--- config.mk ---
export PLATFORM = sky130hd
export DESIGN_NAME = fsk_modulator_param
export DESIGN_NICKNAME = d
export VERILOG_FILES = /design/src/rtl/fsk_pkg.sv /design/src/rtl/fsk_tone_gen.sv /design/src/rtl/fsk_modulator_param.sv
export SDC_FILE = /design/constraint.sdc
export NUM_CORES = 1
export LEC_CHECK = 0
export CORE_MARGIN = 1
export CORE_UTILIZATION = 44
export CTS_BUF_LIST = sky130_fd_sc_hd__clkbuf_16
export DETAILED_ROUTE_END_ITERATION = 8
export HOLD_SLACK_MARGIN = 0.05
export PLACE_DENSITY_LB_ADDON = 0.12
export SLEW_MARGIN = 25
export SYNTH_ARGS = -nofsm -noshare
export SYNTH_HDL_FRONTEND = slang
export SYNTH_HIERARCHICAL = 1
export SYNTH_SLANG_ARGS = --single-unit
--- constraint.sdc ---
create_clock -name clk2 -period 2 [get_ports clk2]
set_clock_uncertainty 0.2 [all_clocks]
set_input_delay 0.4 -clock clk2 [delete_from_list [all_inputs] [get_ports clk2]]
set_output_delay 0.4 -clock clk2 [all_outputs]
set_load 0.02 [all_outputs]
--- src/rtl/fsk_pkg.sv ---
// Shared types and default constants for the binary-FSK transmitter.
package fsk_pkg;

    typedef enum logic {
        IDLE = 1'b0,
        SEND = 1'b1
    } fsk_state_t;

    localparam int CODE_W_DEF     = 14;
    localparam int BIT_CYCLES_DEF = 16;
    localparam int MARK_DIV_DEF   = 1;
    localparam int SPACE_DIV_DEF  = 2;

endpackage

--- src/rtl/fsk_tone_gen.sv ---
// Square-wave tone generator: toggles fsk every MARK_DIV or SPACE_DIV cycles.
// Phase is continuous across bits; only a disable (en low) forces fsk to 0.
module fsk_tone_gen
    import fsk_pkg::*;
#(
    parameter int MARK_DIV  = MARK_DIV_DEF,
    parameter int SPACE_DIV = SPACE_DIV_DEF
) (
    input  logic clk2,
    input  logic reset,
    input  logic en,
    input  logic sel_mark,
    input  logic restart,
    output logic fsk
);

    localparam int MAX_DIV = (MARK_DIV > SPACE_DIV) ? MARK_DIV : SPACE_DIV;
    localparam int TONE_W  = $clog2(MAX_DIV + 1);

    logic [TONE_W-1:0] tone_cnt;
    logic [TONE_W-1:0] div_m1;
    logic              wrap;

    // Pick the half-period of the tone for the current bit value
    always_comb begin
        div_m1 = sel_mark ? TONE_W'(MARK_DIV - 1) : TONE_W'(SPACE_DIV - 1);
        wrap   = (tone_cnt == div_m1);
    end

    // Half-period counter and output flop; restart realigns the counter at bit boundaries
    always_ff @(posedge clk2 or posedge reset) begin
        if (reset) begin
            tone_cnt <= '0;
            fsk      <= 1'b0;
        end else if (!en) begin
            tone_cnt <= '0;
            fsk      <= 1'b0;
        end else begin
            if (wrap)
                fsk <= ~fsk;
            if (wrap || restart)
                tone_cnt <= '0;
            else
                tone_cnt <= tone_cnt + 1'b1;
        end
    end

endmodule

--- src/rtl/fsk_modulator_param.sv ---
// Parametrised binary-FSK transmitter: accepts a codeword on a valid/ready
// handshake and sends it LSB first, BIT_CYCLES clk2 cycles per bit.
// Optional macro FSK_CONT_EN: with no new word at frame end, the last
// codeword is re-transmitted continuously until reset.
module fsk_modulator_param
    import fsk_pkg::*;
#(
    parameter int CODE_W     = CODE_W_DEF,
    parameter int BIT_CYCLES = BIT_CYCLES_DEF,
    parameter int MARK_DIV   = MARK_DIV_DEF,
    parameter int SPACE_DIV  = SPACE_DIV_DEF
) (
    input  logic                      clk2,
    input  logic                      reset,
    input  logic [CODE_W-1:0]         code_in,
    input  logic                      code_valid,
    output logic                      code_ready,
    output logic                      fsk,
    output logic                      busy,
    output logic [$clog2(CODE_W)-1:0] bit_idx,
    output logic                      frame_done
);

    localparam int BIT_W = $clog2(CODE_W);
    localparam int CYC_W = (BIT_CYCLES > 1) ? $clog2(BIT_CYCLES) : 1;

    fsk_state_t        state;
    fsk_state_t        state_next;
    logic [CODE_W-1:0] shift_reg;
    logic [CYC_W-1:0]  cyc_cnt;
    logic              bit_end;
    logic              frame_end;
    logic              accept;
    logic              tone_en;

    // Handshake, frame boundaries and next-state decision
    always_comb begin
        bit_end    = (state == SEND) && (cyc_cnt == CYC_W'(BIT_CYCLES - 1));
        frame_end  = bit_end && (bit_idx == BIT_W'(CODE_W - 1));
        frame_done = frame_end;
        code_ready = (state == IDLE) || frame_end;
        busy       = (state == SEND);
        accept     = code_valid && code_ready;
        tone_en    = (state == SEND);
        state_next = state;
        case (state)
            IDLE: begin
                if (accept)
                    state_next = SEND;
            end
            SEND: begin
                if (frame_end && !code_valid) begin
`ifdef FSK_CONT_EN
                    state_next = SEND;
`else
                    // Dropping the tone enable clears fsk on the same edge we go idle
                    state_next = IDLE;
                    tone_en    = 1'b0;
`endif
                end
            end
            default: state_next = IDLE;
        endcase
    end

    // State register
    always_ff @(posedge clk2 or posedge reset) begin
        if (reset)
            state <= IDLE;
        else
            state <= state_next;
    end

    // Cycle-in-bit and bit-index counters; both restart on every accepted word
    always_ff @(posedge clk2 or posedge reset) begin
        if (reset) begin
            cyc_cnt <= '0;
            bit_idx <= '0;
        end else if (accept) begin
            cyc_cnt <= '0;
            bit_idx <= '0;
        end else if (state == SEND) begin
            if (bit_end) begin
                cyc_cnt <= '0;
                bit_idx <= frame_end ? '0 : bit_idx + 1'b1;
            end else begin
                cyc_cnt <= cyc_cnt + 1'b1;
            end
        end
    end

    // Codeword capture; data path carries no reset
    always_ff @(posedge clk2) begin
        if (accept)
            shift_reg <= code_in;
    end

    fsk_tone_gen #(
        .MARK_DIV  (MARK_DIV),
        .SPACE_DIV (SPACE_DIV)
    ) u_tone (
        .clk2     (clk2),
        .reset    (reset),
        .en       (tone_en),
        .sel_mark (shift_reg[bit_idx]),
        .restart  (bit_end),
        .fsk      (fsk)
    );

endmodule

==> results.tsv <==
stage	metric	value	unit
critical_path	Setup crit start kind	register	
synth	count leader, synth	edfxtp_1	
sta	fin. max-slew vios	0	
routing	vias	846	
power_and_ir_drop	LEAKAGE	0.740	nW
synth	Yosys Warn Count	6	
finish	Area growth syn-to-layout	42.6	%
power_and_ir_drop	Seq pwr share	36.9	%
synth	Cell Area, Synth	1190	um^2
routing	1st-iter DRT viols	15	
global_route	GRT Overall Usage	16.5	%
cts	Clk Latency, worst-skew pair	0.26	ns
cts	H-tree depth	1	
cts	clk sinks	26	
cts	clk root buf	clkbuf_16	
global_route	initial antenna violation count	0	
synth	Synth Flop Type	edfxtp_1	
routing	DR WL met3	90	um
synth	Synth Instances	92	
die	Core ar.	2520	um^2
critical_path	CP Data Required Time	1.98	ns
routing	met2 wire length	1090	um
sta	RSZ-0062 raised after global routing	yes	
finish	combined area of the multi-input logic cells	443	um^2
synth	Synth async-reset ratio	46.2	%
routing	M1 WL	985	um
die	Die Ht	54.0	um
cts	total CTS buffers	3	
routing	Pre-antenna DRT Iters	4	
sta	min Tclk post-route	2.24	ns
cts	CTS clock-pin slew for the worst setup and hold paths	0.06	ns
power_and_ir_drop	Psw	0.000538	W
die	Top Ports	25	
placement	dpl ws	-0.263	ns
cts	worst-case clock buffer depth	2	
synth	synthesized area per cell	12.9	um^2
placement	post-place instance area	1540	um^2
synth	Commonest cells post-synth	edfxtp_1 (14), dfrtp_1 (12), nand2_1 (8), inv_1 (7), a21oi_1 (5)	
finish	fin nets	153	
routing	WL final	2160	um
finish	Layout fillers	193	
finish	n_diodes	0	
power_and_ir_drop	Power Total	0.00200	W
sta	setup violators final	5	
finish	layout cells sized above 1	28.0	%
sta	Slew HR	75.5	%
placement	Routability Congestion	0.785	
finish	max reg flops	14	
power_and_ir_drop	internal power	0.00146	W
critical_path	CP max-delay cell	mux4_2	
die	FP Rows	18	
power_and_ir_drop	switching share of power	26.9	%
critical_path	Crit path largest cell delay	0.51	ns
global_route	first-pass GRT wire length	3300	um
die	Initial Util	47.1	%
global_route	vias in the first global route	762	
die	Die W	54.0	um
sta	Worst-Margin Slew	0.367	ns
synth	Synth area leaders	edfxtp_1 (35%), dfrtp_1 (25%), mux4_1 (4.4%)	
critical_path	Crit Path Max Fanout	5	
critical_path	Worst EP arrival	2.22	ns
synth	top cell type's share of synthesized area	35.4	%
routing	routed len/inst	13.3	um
routing	Residual DRC	0	
synth	synthesis-stage register bit count	26	
critical_path	CP Class	register to register	
sta	fmax	447	MHz
critical_path	crit end category	register	
placement	# port buffers	24	
synth	sequential area share after synthesis	60.6	%
flow_run	# Max-Cap Violations	0	
synth	Synthesized Nets	112	
cts	CTS tree	done	
power_and_ir_drop	clock network fraction of total power	28.6	%
global_route	pin count of the biggest net entering global routing	16	
synth	synth unique cells	34	
critical_path	worst path cell trace	buf_6 > mux4_2 > a211oi_2 > a21oi_2 > xnor2_1 > or3_1 > a21boi_1	
routing	Vias/cell	5.22	
sta	final hold violations	0	
finish	final instance area	1700	um^2
outcome	outcome	finished with violations	
routing	ANT nets after route	0	
finish	Reg area	723	um^2
synth	post-synth top area cell	edfxtp_1	
sta	fin crit share	112	%
power_and_ir_drop	power per standard cell area	1180	nW/um^2
min_path	hold crit path type	input port to asynchronous set/reset pin	
die	die area	2910	um^2
power_and_ir_drop	Comb pwr share	34.5	%
finish	final design utilization	67.2	%
outcome	failing checks	setup timing	
sta	Final WS setup	-0.236	ns
power_and_ir_drop	VDD IR max	1.08	mV
synth	number of flops mapped to enable cells by yosys	14	
routing	max layer used	met3	
placement	DP Wirelength	1560	um
global_route	Overflow after GRT	0	
-- placed cells by master (no fill, tap or decap), types with 2 or more instances in the layout --
| cell type | Yosys | routed |
|---|---|---|
| clkdlybuf4s50_1 | 0 | 17 |
| buf_4 | 0 | 15 |
| edfxtp_1 | 14 | 14 |
| dfrtp_1 | 12 | 10 |
| inv_1 | 7 | 7 |
| nand2_1 | 8 | 7 |
| a21oi_1 | 5 | 4 |
| nor2_1 | 4 | 4 |
| o21ai_0 | 4 | 4 |
| mux4_2 | 1 | 3 |
| clkbuf_16 | 0 | 3 |
| dlygate4sd2_1 | 0 | 3 |
| nand3_1 | 3 | 2 |
| or3_1 | 2 | 2 |
| o31ai_1 | 2 | 2 |
| mux2i_1 | 3 | 2 |
| nor2b_4 | 1 | 2 |
| nand2b_1 | 2 | 2 |
| ha_1 | 3 | 2 |
| dfrtp_2 | 0 | 2 |
| dlymetal6s2s_1 | 0 | 2 |
| buf_6 | 2 | 2 |
-- through the flow --
step | instances | hold slack (ns) | setup TNS [ns]
6_report | 162 | 0.142 | -0.480
5_1_grt | 162 | 0.172 | -0.768
4_1_cts | 160 | 0.149 | -0.553
3_5_place_dp | 155 | 0.297 | -0.812
3_3_place_gp | 155 | 0.283 | -0.694
2_1_floorplan | 92 | -0.0464 | -0.255
-- logic make-up (layout without fill, tap and decap cells) --
kind of cell             Yosys count  in the layout  share of synthesized area [%]
flip-flops                        26             26                           60.6
AND/OR/NAND/NOR                   26             26                           11.4
AO/OA/AOI/OAI                     19             19                           10.4
buffers and inverters             11             51                           4.84
multiplexers                       6              6                           8.84
adder cells (fa/ha/maj)            3              3                           3.16
XOR/XNOR                           1              1                          0.737
-- metal layers --
metal  vias up  GRT usage (%)
met1       419           20.6
li1        409              -
met3         0           5.93
met4         0           3.85
met2        18           27.2
met5         -              0
-- worst max-delay path: cells and delay by family (launching register included) --
family	cells	cell delay, ns
buf+inv	1	0.13
flops	1	0.42
mux	1	0.51
compound gates	3	0.44
simple gates	1	0.31
xor+xnor	1	0.14
-- power groups by stage --
stage,logic [W],clock network (W),registers (W)
floorplan,0.000322,0,0.000767
global placement,0.000578,0,0.000726
detailed placement,0.000600,0,0.000732
CTS,0.000625,0.000586,0.000723
global route,0.000758,0.000610,0.000747
finish,0.000688,0.000572,0.000738
-- worst paths after layout --
path,start,to,slack (ns),cells after the start
hold / removal,reset,u_tone/fsk,0.14,2
max in group asynchronous,reset,bit_idx[1],1.07,2
setup reg to reg,bit_idx[0],u_tone/fsk,-0.24,7
min in group clk2,u_tone/tone_cnt[0],u_tone/tone_cnt[0],0.30,1
hold reg to reg,u_tone/tone_cnt[0],u_tone/tone_cnt[0],0.30,1
setup / recovery,bit_idx[0],u_tone/fsk,-0.24,7
-- cell type report --
class	instances	share of cell area [%]
Clock buffer	3	4.43
Timing Repair Buffer	39	21.0
Clock inverter	1	1.77
Tap cell	30	2.21
Inverter	8	1.77
Sequential cell	26	42.7
Multi-Input combinational cell	55	26.1
-- timing repair --
item,in CTS,in global routing
resized for setup,19,6
endpoints found under the setup margin,8,21
setup buffers,1,2
hold buffers,0,0
pin swaps,5,3
No activity file was read; power rests on OpenSTA's default activity.
